## src/rtl/mat_vec_feeder_pkg.sv

```systemverilog
// mat_vec_feeder_pkg: shared FSM encoding, FIFO depth and address-width helper for the matrix-vector feeder.
package mat_vec_feeder_pkg;
    typedef enum logic [1:0] {
        ST_IDLE  = 2'd0,
        ST_RUN   = 2'd1,
        ST_DRAIN = 2'd2,
        ST_DONE  = 2'd3
    } state_t;
    localparam int FIFO_DEPTH = 3;
    function automatic int aw(input int n);
        return (n > 1) ? $clog2(n) : 1;
    endfunction
endpackage

```

## src/rtl/mat_vec_feeder_proc_word_fifo.sv

```systemverilog
// proc_word_fifo: 3-entry first-word-fall-through FIFO; o_data reads as 0 while empty.
module proc_word_fifo
    import mat_vec_feeder_pkg::*;
#(
    parameter int WIDTH = 8
) (
    input  logic             i_clk,
    input  logic             i_rst,
    input  logic             i_push,
    input  logic [WIDTH-1:0] i_data,
    input  logic             i_pop,
    output logic             o_valid,
    output logic [WIDTH-1:0] o_data,
    output logic [1:0]       o_count
);
    logic [WIDTH-1:0] r_mem [FIFO_DEPTH];
    logic [1:0]       r_wp;
    logic [1:0]       r_rp;
    logic [1:0]       r_count;
    logic             w_push;
    logic             w_pop;
    assign w_pop  = i_pop && (r_count != 2'd0);
    assign w_push = i_push && ((r_count != 2'(FIFO_DEPTH)) || w_pop);
    always_ff @(posedge i_clk or posedge i_rst) begin
        if (i_rst) begin
            r_wp    <= '0;
            r_rp    <= '0;
            r_count <= '0;
        end else begin
            if (w_push) r_wp <= (r_wp == 2'(FIFO_DEPTH - 1)) ? 2'd0 : r_wp + 2'd1;
            if (w_pop) r_rp <= (r_rp == 2'(FIFO_DEPTH - 1)) ? 2'd0 : r_rp + 2'd1;
            r_count <= r_count + {1'b0, w_push} - {1'b0, w_pop};
        end
    end
    always_ff @(posedge i_clk) begin
        if (w_push) r_mem[r_wp] <= i_data;
    end
    assign o_valid = r_count != 2'd0;
    assign o_data  = o_valid ? r_mem[r_rp] : '0;
    assign o_count = r_count;
endmodule

```

## src/rtl/mat_vec_feeder.sv

```systemverilog
// mat_vec_feeder: walks the row-major matrix RAM and the vector RAM, streaming aligned
// (matrix word, vector word) pairs with row markers to the GF(2^8) multiplier.
module mat_vec_feeder
    import mat_vec_feeder_pkg::*;
#(
    parameter int MAT_ROW_SIZE = 8,
    parameter int MAT_COL_SIZE = 16,
    parameter int VEC_SIZE     = 16,
    parameter int N_GF         = 8,
    parameter int PROC_SIZE    = N_GF * 8,
    localparam int WORDS_PER_ROW = MAT_COL_SIZE / N_GF,
    localparam int MAT_WORDS     = MAT_ROW_SIZE * WORDS_PER_ROW,
    localparam int MAW           = aw(MAT_WORDS),
    localparam int VAW           = aw(WORDS_PER_ROW),
    localparam int RAW           = aw(MAT_ROW_SIZE)
) (
    input  logic                 i_clk,
    input  logic                 i_rst,
    input  logic                 i_start,
    output logic                 o_busy,
    output logic                 o_done,
    output logic                 o_mat_rd_en,
    output logic [MAW-1:0]       o_mat_addr,
    input  logic [PROC_SIZE-1:0] i_mat_rdata,
    output logic                 o_vec_rd_en,
    output logic [VAW-1:0]       o_vec_addr,
    input  logic [PROC_SIZE-1:0] i_vec_rdata,
    output logic                 o_valid,
    input  logic                 i_ready,
    output logic [PROC_SIZE-1:0] o_mat,
    output logic [PROC_SIZE-1:0] o_vec,
    output logic                 o_first,
    output logic                 o_last,
    output logic [RAW-1:0]       o_row_idx
);
    localparam int FW = 2 * PROC_SIZE + 2 + RAW;
    if (MAT_COL_SIZE != VEC_SIZE) begin : g_bad_cols
        $error("mat_vec_feeder: MAT_COL_SIZE must equal VEC_SIZE");
    end
    if ((MAT_COL_SIZE % N_GF) != 0) begin : g_bad_ngf
        $error("mat_vec_feeder: N_GF must divide MAT_COL_SIZE");
    end
    state_t         r_state;
    state_t         w_next;
    logic [MAW-1:0] r_addr;
    logic [VAW-1:0] r_col;
    logic [RAW-1:0] r_row;
    logic [RAW+1:0] r_tag;
    logic           r_in_flight;
    logic [1:0]     w_count;
    logic           w_rd_en;
    logic           w_last_addr;
    logic           w_col_last;
    logic           w_pop;
    logic           w_drained;
    logic           w_fifo_valid;
    logic [FW-1:0]  w_fifo_out;
    assign w_last_addr = r_addr == MAW'(MAT_WORDS - 1);
    assign w_col_last  = r_col == VAW'(WORDS_PER_ROW - 1);
    assign w_pop       = w_fifo_valid && i_ready;
    // Done is entered right after the final pop, so the pulse lands one cycle after the last transfer.
    assign w_drained   = !r_in_flight && ((w_count == 2'd0) || ((w_count == 2'd1) && w_pop));
    always_ff @(posedge i_clk or posedge i_rst) begin
        if (i_rst) r_state <= ST_IDLE;
        else r_state <= w_next;
    end
    always_comb begin
        w_next = r_state;
        unique case (r_state)
            ST_IDLE:  if (i_start) w_next = ST_RUN;
            ST_RUN:   if (w_rd_en && w_last_addr) w_next = ST_DRAIN;
            ST_DRAIN: if (w_drained) w_next = ST_DONE;
            ST_DONE:  w_next = ST_IDLE;
        endcase
    end
    // Issue only while committed words (buffered + returning) leave a free FIFO slot.
    always_comb begin
        w_rd_en = (r_state == ST_RUN) && (({1'b0, w_count} + {2'b0, r_in_flight}) < 3'd3);
        o_busy  = (r_state == ST_RUN) || (r_state == ST_DRAIN);
        o_done  = r_state == ST_DONE;
    end
    always_ff @(posedge i_clk or posedge i_rst) begin
        if (i_rst) begin
            r_addr      <= '0;
            r_col       <= '0;
            r_row       <= '0;
            r_tag       <= '0;
            r_in_flight <= 1'b0;
        end else begin
            r_in_flight <= w_rd_en;
            if (w_rd_en) begin
                r_addr <= w_last_addr ? '0 : r_addr + MAW'(1);
                r_col  <= w_col_last ? '0 : r_col + VAW'(1);
                r_tag  <= {r_col == '0, w_col_last, r_row};
                if (w_col_last) r_row <= (r_row == RAW'(MAT_ROW_SIZE - 1)) ? '0 : r_row + RAW'(1);
            end
        end
    end
    proc_word_fifo #(.WIDTH(FW)) u_fifo (
        .i_clk  (i_clk),
        .i_rst  (i_rst),
        .i_push (r_in_flight),
        .i_data ({i_mat_rdata, i_vec_rdata, r_tag}),
        .i_pop  (w_pop),
        .o_valid(w_fifo_valid),
        .o_data (w_fifo_out),
        .o_count(w_count)
    );
    assign o_mat_rd_en = w_rd_en;
    assign o_vec_rd_en = w_rd_en;
    assign o_mat_addr  = r_addr;
    assign o_vec_addr  = r_col;
    assign o_valid     = w_fifo_valid;
    assign {o_mat, o_vec, o_first, o_last, o_row_idx} = w_fifo_out;
endmodule

```

## config.mk

```make
export PLATFORM = sky130hd
export DESIGN_NAME = mat_vec_feeder
export DESIGN_NICKNAME = d
export VERILOG_FILES = /design/src/rtl/mat_vec_feeder_pkg.sv /design/src/rtl/mat_vec_feeder_proc_word_fifo.sv /design/src/rtl/mat_vec_feeder.sv
export SDC_FILE = /design/constraint.sdc
export NUM_CORES = 1
export LEC_CHECK = 0
export BUFFER_PORTS_ARGS = -buffer_cell sky130_fd_sc_hd__buf_2
export CAP_MARGIN = 30
export CORE_UTILIZATION = 56
export CTS_CLUSTER_DIAMETER = 100
export DETAILED_ROUTE_END_ITERATION = 16
export PLACE_DENSITY = 0.8
export SETUP_SLACK_MARGIN = 0.02
export SLEW_MARGIN = 20
export SYNTH_ARGS = -nofsm -noshare
export SYNTH_HDL_FRONTEND = slang
export SYNTH_SLANG_ARGS = --single-unit
```

## constraint.sdc

```tcl
create_clock -name i_clk -period 15.4 [get_ports i_clk]
set_clock_uncertainty 0.05 [all_clocks]
set_input_delay 0.77 -clock i_clk [delete_from_list [all_inputs] [get_ports i_clk]]
set_output_delay 0.77 -clock i_clk [all_outputs]
set_load 0.1 [all_outputs]
```

==> results of run 1 <==
==> routing by layer <==
layer	share of wire, %	vias up	global-route usage [%]	wire length (um)
met3	5.0	49	3.50	1580
met5	0.025	-	0	8
met4	2.5	2	7.85	790
met2	52	285	34.7	16300
met1	41	4557	27.6	12900
li1	-	4514	-	-
==> registers in the layout, summed over array words and instances, names as in the netlist <==
signal          cells
r_row               3
u_fifo.o_count      2
o_vec_addr          1
u_fifo.r_wp         2
u_fifo.r_rp         2
o_mat_addr          4
r_state             2
r_in_flight         1
u_fifo.r_mem      399
r_tag               4
==> worst max-delay path by stage <==
stage / endpoint / cells after the start / slack, ps
2_1_floorplan: u_fifo.r_mem[1][0] / 3 / 3810
6_report: o_last / 6 / 11510
3_3_place_gp: o_vec[59] / 6 / 11890
5_1_grt: o_vec[55] / 6 / 11300
4_1_cts: o_vec[59] / 6 / 11300
3_5_place_dp: o_vec[59] / 6 / 11890
==> critical path, delay by kind of cell (launching register included) <==
family / cells / cell delay [ps]
buf+inv: 2 / 1280
flops: 1 / 730
simple gates: 2 / 230
mux: 1 / 190
compound gates: 1 / 60
==> synth_stat cells <==
library cell	instances
edfxtp_1	399
nor2_1	271
a21oi_1	133
mux2i_1	133
clkbuf_1	30
dfrtp_1	21
buf_2	18
inv_1	12
ha_1	11
mux2_2	10
buf_4	7
nand2_1	7
buf_1	6
xnor2_1	3
a21o_1	2
and3_1	2
nor3b_1	2
o21ai_0	2
a21bo_2	1
a221oi_2	1
a31oi_1	1
a32o_1	1
nand2b_1	1
nand3_1	1
nor2b_1	1
nor3_1	1
o32a_1	1
or3_1	1
xor2_1	1
==> kinds of logic (layout without fill, tap and decap cells) <==
group	after synthesis	after routing	share of synthesized area (%)
AND/OR/NAND/NOR	287	287	6.75
multiplexers	143	143	8.86
XOR/XNOR	4	4	0.215
flip-flops	420	420	76.8
other	0	10	0
adder cells (fa/ha/maj)	11	11	0.845
AO/OA/AOI/OAI	142	142	4.56
buffers and inverters	73	378	1.98
==> per-stage QoR <==
stage                     area [sq um]  std cells  hold slack (ps)  worst slack, ps  utilization, %
final                            19500       1779              178            11510            68.0
after global routing             19400       1778              182            11300            67.9
after CTS                        19300       1765              379            11300            67.5
after detailed placement         18000       1688              439            11890            63.0
after global placement           18000       1687              429            11890            62.9
after floorplan                  16300       1080              405             3810               -
==> layout make-up <==
type	instances	area [sq um]
diodes	10	25.0
inverters	12	45.0
multi-input cells	587	3480
flip-flops and latches	420	12500
clock buffers	60	1220
fillers	1977	9170
repair buffers	289	1610
well taps	384	480
clock inverters	17	73.8
==> placed cells by master, fill, tap and decap left out, drive strengths merged <==
cell type / instances
dfrtp: 21
a32o: 1
buf: 289
inv: 12
nor2b: 1
o21ai: 2
nand2b: 1
a221oi: 1
xor2: 1
edfxtp: 399
clkbuf: 60
clkinvlp: 1
nand2: 7
and3: 2
or3: 1
o32a: 1
mux2: 10
a21bo: 1
nor3b: 2
a21oi: 133
a21o: 2
clkinv: 16
xnor2: 3
nand3: 1
mux2i: 133
ha: 11
a31oi: 1
diode: 10
nor2: 271
nor3: 1
==> metrics.md, run 1 <==
| Metric | Value |
|---|---|
| FF-to-FF Start | `u_fifo.o_count[0]` |
| DIE WIDTH | `173 um` |
| Worst slew pin tran | `977 ps` |
| Final WL | `31,500 um` |
| Global Route Usage Sum | `20.8%` |
| Netlist area before placement | `16,300 sq um` |
| Starting Density | `56.9%` |
| Cell mode on critical path | `nor2_1` |
| RSZ-0062 raised after global routing | `false` |
| Yosys top cell by area | `edfxtp_1` |
| Final-report max-slew violation count | `0` |
| WP data required | `14,580 ps` |
| Final hold violation count | `0` |
| Worst EP arrival | `3070 ps` |
| F_max | `257 MHz` |
| RePlAce Congestion | `0.754` |
| Hold_buf cts | `0` |
| DRT antenna net count | `0` |
| Setup CP Type | `reg -> out` |
| Layout cells sized above 1 | `26.1%` |
| Mean Syn Cell Area | `15.1 sq um` |
| Min-delay worst type | `in -> async` |
| Clk buf depth | `3` |
| Core box area | `28,600 sq um` |
| Post-cts repair resize count | `0` |
| Setup slack, reg-to-reg | `12,440 ps` |
| Final setup viols | `0` |
| Critical Path End Type | `output port` |
| Drt via density | `5.29` |
| Post-synthesis sequential area ratio | `76.8%` |
| Detailed Place HPWL | `18,200 um` |
| Top Ports | `275` |
| Nets | `1,495` |
| Vias in the first global route | `9,115` |
| Max-cap violations | `0` |
| Slew HR | `34.9%` |
| WL per Instance | `17.7 um` |
| R2R depth | `6` |
| Initial antenna violation count | `11` |
| Period utilization | `25.3%` |
| Mapped Cells | `1,080` |
| CTS tree | `done` |
| Setup TNS | `0 ps` |
| Root Buffer | `clkbuf_16` |
| Number of H-tree levels | `2` |
| Worst-path fanout max | `55` |
| Vias | `9,407` |
| Tmin final | `3890 ps` |
| IO buf count | `274` |
| CTS sink cnt | `420` |
| CP max stage delay | `830 ps` |
| Die area | `29,800 sq um` |
| Pin count of the biggest net entering global routing | `135` |
| CTS Buf Count | `42` |
| Slowest-stage cell, CP | `buf_4` |
| First-pass GRT wire length | `48,600 um` |
| Synth-to-layout area growth | `19.4%` |
| Number of warnings issued by yosys | `0` |
| Grt ovf | `0` |
| Iteration-0 DRC Markers | `722` |
| CP startpoint | `u_fifo.r_rp[0]` |
| Status | `complete, no violations` |
| Setup repair bufs after CTS | `0` |
| FP Rows | `62` |
| Clk slew on worst S/H paths | `60 ps` |
| Synth top area share | `73.6%` |
| DRC | `0` |
| Clock latency on the worst-skew pair | `510 ps` |
| Crit Reg-Reg Endpoint | `u_fifo.r_mem[0][22]` |
| Crit path cell chain | `buf_4, mux2i_1, nor2_1, a21oi_1, nor2_1, buf_2` |
| Die Ht | `173 um` |
| Synth unique cells | `29` |
| Synth area leaders | `edfxtp_1, mux2i_1, nor2_1` |
| CP startpoint kind | `flip-flop` |
| Synth Net Count | `1,223` |
| Yosys reg bits | `420` |
| Pre-antenna DRT Iters | `5` |
Power of run 1 is not shown: default switching activity piles up to over one toggle a cycle in this logic, so the estimate is an artifact.
==> run 2, diff against run 1 <==
==> constraint.sdc (replaced) <==
create_clock -name i_clk -period 4 [get_ports i_clk]
set_clock_uncertainty 0.05 [all_clocks]
set_input_delay 0.2 -clock i_clk [delete_from_list [all_inputs] [get_ports i_clk]]
set_output_delay 0.2 -clock i_clk [all_outputs]
set_load 0.1 [all_outputs]
==> run 2 against run 1 <==
Against the previous run:
- hold slack worse by 63 ps
- via count up 8.4%
- core utilization up 4.2 points
- cell area up 6.1%
- non-clock buffer count up 129
- global-route usage up 2.0 points
- largest cell class unchanged
- highest routed layer is now met4
==> metrics.md, run 2 (synthesis gave the netlist of run 1 again) <==
| Metric | Value |
|---|---|
| Status | `complete, no violations` |
| Root Buffer | `clkbuf_16` |
| Worst-path fanout max | `14 (-75%)` |
| Util after Layout | `72.1% (+4.2 points)` |
| Clock latency on the worst-skew pair | `510 ps (about the same)` |
| Fin cells | `1,897 (+6.6%)` |
| Iteration-0 DRC Markers | `753 (+4.3%)` |
| F_max | `351 MHz` |
| Pin count of the biggest net entering global routing | `127 (-5.9%)` |
| RePlAce Congestion | `0.757 (+0.38%)` |
| Slowest-stage cell, CP | `and3_1` |
| FP Rows | `62 (unchanged)` |
| CTS tree | `done` |
| IO buf count | `274 (unchanged)` |
| Slew HR | `40.2% (+5.3 points)` |
| Grt ovf | `0 (unchanged)` |
| Core box area | `28,600 sq um (unchanged)` |
| Most common cell after layout, fill and taps aside | `edfxtp_1` |
| Commonest cells after routing, fill and taps aside | `edfxtp_1, buf_2, nor2_1` |
| Final-report max-slew violation count | `0 (unchanged)` |
| Clk buf depth | `3 (unchanged)` |
| Layout cells sized above 1 | `23.5% (-2.6 points)` |
| Initial antenna violation count | `5 (-6)` |
| Post-cts repair resize count | `0 (unchanged)` |
| Clk slew on worst S/H paths | `60 ps (about the same)` |
| CTS Buf Count | `41 (-2.4%)` |
| Biggest register | `u_fifo.r_mem` |
| Die Ht | `173 um (unchanged)` |
| RSZ-0062 raised after global routing | `false` |
| Largest register FFs | `399 (unchanged)` |
| Detailed Place HPWL | `18,400 um (+1.1%)` |
| CP startpoint kind | `flip-flop` |
| Max-cap violations | `0 (unchanged)` |
| Crit path cell chain | `ha_1, ha_1, nand2_1, and3_1, buf_2` |
| CTS sink cnt | `420 (unchanged)` |
| Final setup viols | `0 (unchanged)` |
| Worst EP arrival | `2600 ps (-470 ps)` |
| Vias | `10,193 (+8.4%)` |
| Critical Path End Type | `output port` |
| Top Ports | `275 (unchanged)` |
| Number of H-tree levels | `2 (unchanged)` |
| Period utilization | `71.1%` |
| Synth-to-layout area growth | `26.7%` |
| Fillers | `1,786 (-9.7%)` |
| First-pass GRT wire length | `53,200 um (+9.4%)` |
| Global Route Usage Sum | `22.8% (+2.0 points)` |
| DRT antenna net count | `0 (unchanged)` |
| Vias in the first global route | `10,451 (+15%)` |
| Min-delay worst type | `in -> reg` |
| CP max stage delay | `560 ps (-270 ps)` |
| Die area | `29,800 sq um (unchanged)` |
| Delay-heaviest family, CP | `simple AND/OR/NAND/NOR gates` |
| Drt via density | `5.37 (+1.6%)` |
| Cell mode on critical path | `ha_1` |
| DRC | `0 (unchanged)` |
| Tmin final | `2850 ps` |
| Buf+Inv Stages, Crit Path | `1 (-1)` |
| Pre-antenna DRT Iters | `5 (unchanged)` |
| WL per Instance | `18.2 um (+2.6%)` |
| Starting Density | `56.9% (unchanged)` |
| Final hold violation count | `0 (unchanged)` |
| Worst slew pin tran | `897 ps (-79.3 ps)` |
| Nets | `1,623 (+8.6%)` |
| Final WL | `34,500 um (+9.4%)` |
| DP Cell Count | `1,690 (+0.12%)` |
| DIE WIDTH | `173 um (unchanged)` |
| Setup CP Type | `reg -> out` |
| WP data required | `3750 ps (-10,830 ps)` |
==> run 2: changes by cell type in the layout (fill, tap and decap cells not counted), sizes merged <==
cell         previous run  this run
dlygate4sd3             0       129
clkbuf                 60        54
diode                  10         5
bufinv                  0         2
clkinv                 16        14
==> run 2: area by class of cell <==
class                   count  area, sq um  share of cell area (%)
repair buffers            418         2890                    14.0
inverters                  12         45.0                   0.218
clock buffers              54         1070                    5.21
well taps                 384          480                    2.33
clock inverters            17          125                   0.606
diodes                      5         12.5                  0.0606
flip-flops and latches    420        12500                    60.6
multi-input cells         587         3500                    17.0
==> run 2: layer usage <==
layer / vias up / routed length, um / global-route usage [%]
met5: - / 0 / 0
met4: 0 / 1100 / 9.23
met3: 84 / 1880 / 3.94
met2: 384 / 17900 / 40.2
met1: 4967 / 13600 / 27.9
li1: 4758 / - / -
==> run 2: tightest hold or removal path, stage by stage <==
cell and delay, ps:
buf_2 90, o21ai_0 160, nand2_1 120, nand2_1 60
==> run 2: what timing repair did <==
| item | CTS | global route |
|---|---|---|
| setup buffers | 0 | 0 |
| hold buffers | 129 | 0 |
| endpoints found under the hold margin | 405 | 0 |
==> run 2: stage by stage <==
step	cell area [sq um]	setup TNS (ps)	setup WS, ps	hold slack [ps]
final	20600	0	1150	114
after global routing	20600	0	969	133
after CTS	20600	0	1130	88.3
after detailed placement	18100	0	1630	354
after global placement	18100	0	1700	348
after floorplan	16300	-247390	-702	127
==> run 2: worst paths after layout <==
path / start / to / slack [ps] / cells past startpoint
worst min-delay path: i_ready / u_fifo.r_rp[1] / 110 / 4
worst max-delay path: u_fifo.o_count[0] / o_vec_rd_en / 1150 / 5
max in group asynchronous: i_rst / u_fifo.r_rp[0] / 3330 / 4
worst max register to register: u_fifo.o_count[0] / u_fifo.r_mem[1][66] / 1650 / 4
min in group asynchronous: i_rst / o_mat_addr[1] / 150 / 3
worst min register to register: r_tag[3] / u_fifo.r_mem[1][3] / 460 / 0
Power of run 2 is left out for the same reason.
==> run 3, diff against run 2 <==
--- a/config.mk
+++ b/config.mk
@@ -5,12 +5,13 @@
 export SDC_FILE = /design/constraint.sdc
 export NUM_CORES = 1
 export LEC_CHECK = 0
+export ABC_AREA = 1
 export BUFFER_PORTS_ARGS = -buffer_cell sky130_fd_sc_hd__buf_2
 export CAP_MARGIN = 30
 export CORE_UTILIZATION = 56
 export CTS_CLUSTER_DIAMETER = 100
 export DETAILED_ROUTE_END_ITERATION = 16
-export PLACE_DENSITY = 0.8
+export PLACE_DENSITY = 0.79
 export SETUP_SLACK_MARGIN = 0.02
 export SLEW_MARGIN = 20
 export SYNTH_ARGS = -nofsm -noshare
==> constraint.sdc (replaced) <==
create_clock -name i_clk -period 2.71 [get_ports i_clk]
set_clock_uncertainty 0.05 [all_clocks]
set_input_delay 0.1355 -clock i_clk [delete_from_list [all_inputs] [get_ports i_clk]]
set_output_delay 0.1355 -clock i_clk [all_outputs]
set_load 0.1 [all_outputs]
==> run 3 against run 2 <==
Against the previous run:
- the flow now finishes with violations (negative hold slack)
- synthesized cell count up 28%
- first-iteration DRC count up 29%
- final cell count up 17%
- via count up 15%
- die area up 1.1%
- hold slack worse by 120 ps
- global-route usage up 4.2 points
- flip-flop and latch count unchanged
- critical endpoint is now o_mat_rd_en
- largest cell class unchanged
==> metrics.md, run 3 <==
| Metric | Value |
|---|---|
| Status | `finished, violations left` |
| Failing checks | `negative hold slack` |
| Met3 Track Usage GR | `4.45% (+0.52 points)` |
| Min Hold Slack | `-1.35 ps (-116 ps)` |
| Grt ovf | `0 (unchanged)` |
| Dpl cell area | `20,400 sq um (+13%)` |
| Layout cells sized above 1 | `20.6% (-2.9 points)` |
| Critical Path End Type | `output port` |
| GR peak layer | `met2` |
| DRT antenna net count | `0 (unchanged)` |
| Synth-to-layout area growth | `41.2%` |
| Vias in the first global route | `12,036 (+15%)` |
| Core box area | `28,900 sq um (+0.81%)` |
| Ys async rst share | `5.00% (unchanged)` |
| Met2 Usage GRT | `48.6% (+8.4 points)` |
| DRC | `0 (unchanged)` |
| WL per Instance | `18.9 um (+4.2%)` |
| Period utilization | `96.2%` |
| CP startpoint | `r_in_flight` |
| Synth area leaders | `edfxtp_1, nand2_1, nand3_1` |
| Mapped Cells | `1,377 (+28%)` |
| Clk slew on worst S/H paths | `60 ps (about the same)` |
| Worst EP arrival | `2420 ps (-180 ps)` |
| Pin count of the biggest net entering global routing | `80 (-37%)` |
| Cell mode on critical path | `ha_1` |
| Fin cells | `2,213 (+17%)` |
| IO buf count | `274 (unchanged)` |
| Die Ht | `174 um (+0.57%)` |
| Layout Cell Area excl Fill | `23,300 sq um (+13%)` |
| Post-synth top flop | `edfxtp_1` |
| Starting Density | `57.1% (+0.19 points)` |
| RePlAce Congestion | `0.773 (+2.1%)` |
| Setup CP Type | `reg -> out` |
| Largest register FFs | `399 (unchanged)` |
| Most common cell in the netlist | `nand2_1` |
| Crit path cell chain | `ha_1, ha_1, nand2_1, nand3_2, clkinv_1, buf_2` |
| Commonest cells after routing, fill and taps aside | `nand2_1, edfxtp_1, inv_1` |
| Max-cap violations | `0 (unchanged)` |
| Iteration-0 DRC Markers | `972 (+29%)` |
| CTS tree | `done` |
| Detailed Place HPWL | `22,500 um (+22%)` |
| Final setup viols | `0 (unchanged)` |
| Number of warnings issued by yosys | `0 (unchanged)` |
| DIE WIDTH | `174 um (+0.57%)` |
| FP Rows | `62 (unchanged)` |
| Slowest-stage cell, CP | `buf_2` |
| Final WL | `41,900 um (+22%)` |
| Worst-path fanout max | `11 (-3)` |
| Nets | `1,940 (+20%)` |
| CTS sink cnt | `420 (unchanged)` |
| Post-synthesis sequential area ratio | `75.9% (-0.87 points)` |
| Clock latency on the worst-skew pair | `530 ps (+20 ps)` |
| Synth top area share | `72.7% (-0.83 points)` |
| Commonest cells post-synth | `nand2_1, edfxtp_1, inv_1, nand3_1, buf_2` |
| CTS Buf Count | `41 (unchanged)` |
| First-pass GRT wire length | `62,700 um (+18%)` |
| Slew HR | `50.0% (+9.9 points)` |
| Tmin final | `2610 ps` |
| Min-delay worst type | `in -> async` |
| DP Cell Count | `1,999 (+18%)` |
| Root Buffer | `clkbuf_16` |
| Met1 usage | `30.7% (+2.8 points)` |
| Global Route Usage Sum | `27.0% (+4.2 points)` |
| Drt via density | `5.32 (-1.0%)` |
| Vias | `11,772 (+15%)` |
| Synth Net Count | `1,520 (+24%)` |
| CP startpoint kind | `flip-flop` |
| Number of H-tree levels | `2 (unchanged)` |
| Most common cell after layout, fill and taps aside | `nand2_1` |
| Clk buf depth | `3 (unchanged)` |
| FF-to-FF Start | `r_in_flight` |
| Pre-antenna DRT Iters | `5 (unchanged)` |
| Yosys top cell by area | `edfxtp_1` |
| Mean Syn Cell Area | `12.0 sq um (-21%)` |
| Top Ports | `275 (unchanged)` |
| F_max | `383 MHz` |
| Biggest register | `u_fifo.r_mem` |
| Yosys reg bits | `420 (unchanged)` |
| Synth unique cells | `20 (-31%)` |
| Netlist area before placement | `16,500 sq um (+1.1%)` |
| Die area | `30,100 sq um (+1.1%)` |
| RSZ-0062 raised after global routing | `true` |
| Final-report max-slew violation count | `0 (unchanged)` |
| CP max stage delay | `470 ps (-90 ps)` |
| Worst slew pin tran | `749 ps (-148 ps)` |
| Post-synth EDFFs | `399 (unchanged)` |
| Final hold violation count | `2 (+2)` |
| WP data required | `2520 ps (-1230 ps)` |
| Initial antenna violation count | `5 (unchanged)` |
## run 3: cell count changes after synthesis, moves of 132 or more
cell,delta
inv_1,+137
nand2_1,+560
a21oi_1,-132
nor2_1,-261
nand3_1,+138
mux2i_1,-133
## run 3: metrics by stage
stage / setup TNS (ps) / hold WS [ps] / worst slack, ps / util [%]
5_1_grt: -45.7 / 8.15 / -23.0 / 80.6
3_3_place_gp: 0 / 274 / 723 / 70.8
2_1_floorplan: -638180 / 62.0 / -1640 / -
6_report: 0 / -1.35 / 102 / 80.6
3_5_place_dp: 0 / 284 / 612 / 70.8
4_1_cts: 0 / 272 / 86.9 / 80.1
## run 3: critical path: cells and delay by family (launching register included)
family,cells,cell delay (ps)
adders and majority gates,2,480
buffers and inverters,2,720
DFF,1,410
and+or+nand+nor,2,270
## run 3: final timing paths
kind                                        end  slack [ps]  depth (start not counted)
max reg2reg                            r_row[0]         580                          8
max                                 o_mat_rd_en         100                          6
min                              u_fifo.r_wp[0]          -1                          3
min reg2reg                  u_fifo.r_mem[1][1]         440                          0
min in group i_clk         u_fifo.r_mem[2][125]         280                          2
max in group asynchronous        u_fifo.r_rp[1]        2220                          4
## run 3: layer usage
metal / routed length (um) / part of all wire (%)
met1: 15200 / 36
met2: 22200 / 53
met3: 2340 / 5.6
met4: 2230 / 5.3
met5: 0 / 0
## run 3: cells by family (layout without fill, tap and decap cells)
group,after synthesis,count (layout),share of synthesized area [%]
and+or+nand+nor,723,723,17.7
DFF,420,420,75.9
buffers and inverters,210,656,5.09
adders and majority gates,11,11,0.835
AOI/OAI and AO/OA,10,10,0.304
xor gates and xnor gates,3,3,0.160
other,0,6,0
## run 3: cell type report
cell class | instances | area [sq um]
inverters | 152 | 573
repair buffers | 435 | 5140
flip-flops and latches | 420 | 12500
clock inverters | 20 | 277
well taps | 384 | 480
multi-input cells | 747 | 3170
fillers | 1504 | 5590
clock buffers | 49 | 1100
diodes | 6 | 15.0
## run 3: repair_timing
| item | in CTS | in global routing |
|---|---|---|
| hold buffers | 131 | 0 |
| endpoints found under the hold margin | 408 | 0 |
| gates resized for setup | 0 | 5 |
| setup buffers | 0 | 4 |
| endpoints found under the setup margin | 0 | 18 |
Power of run 3 is left out for the same reason.
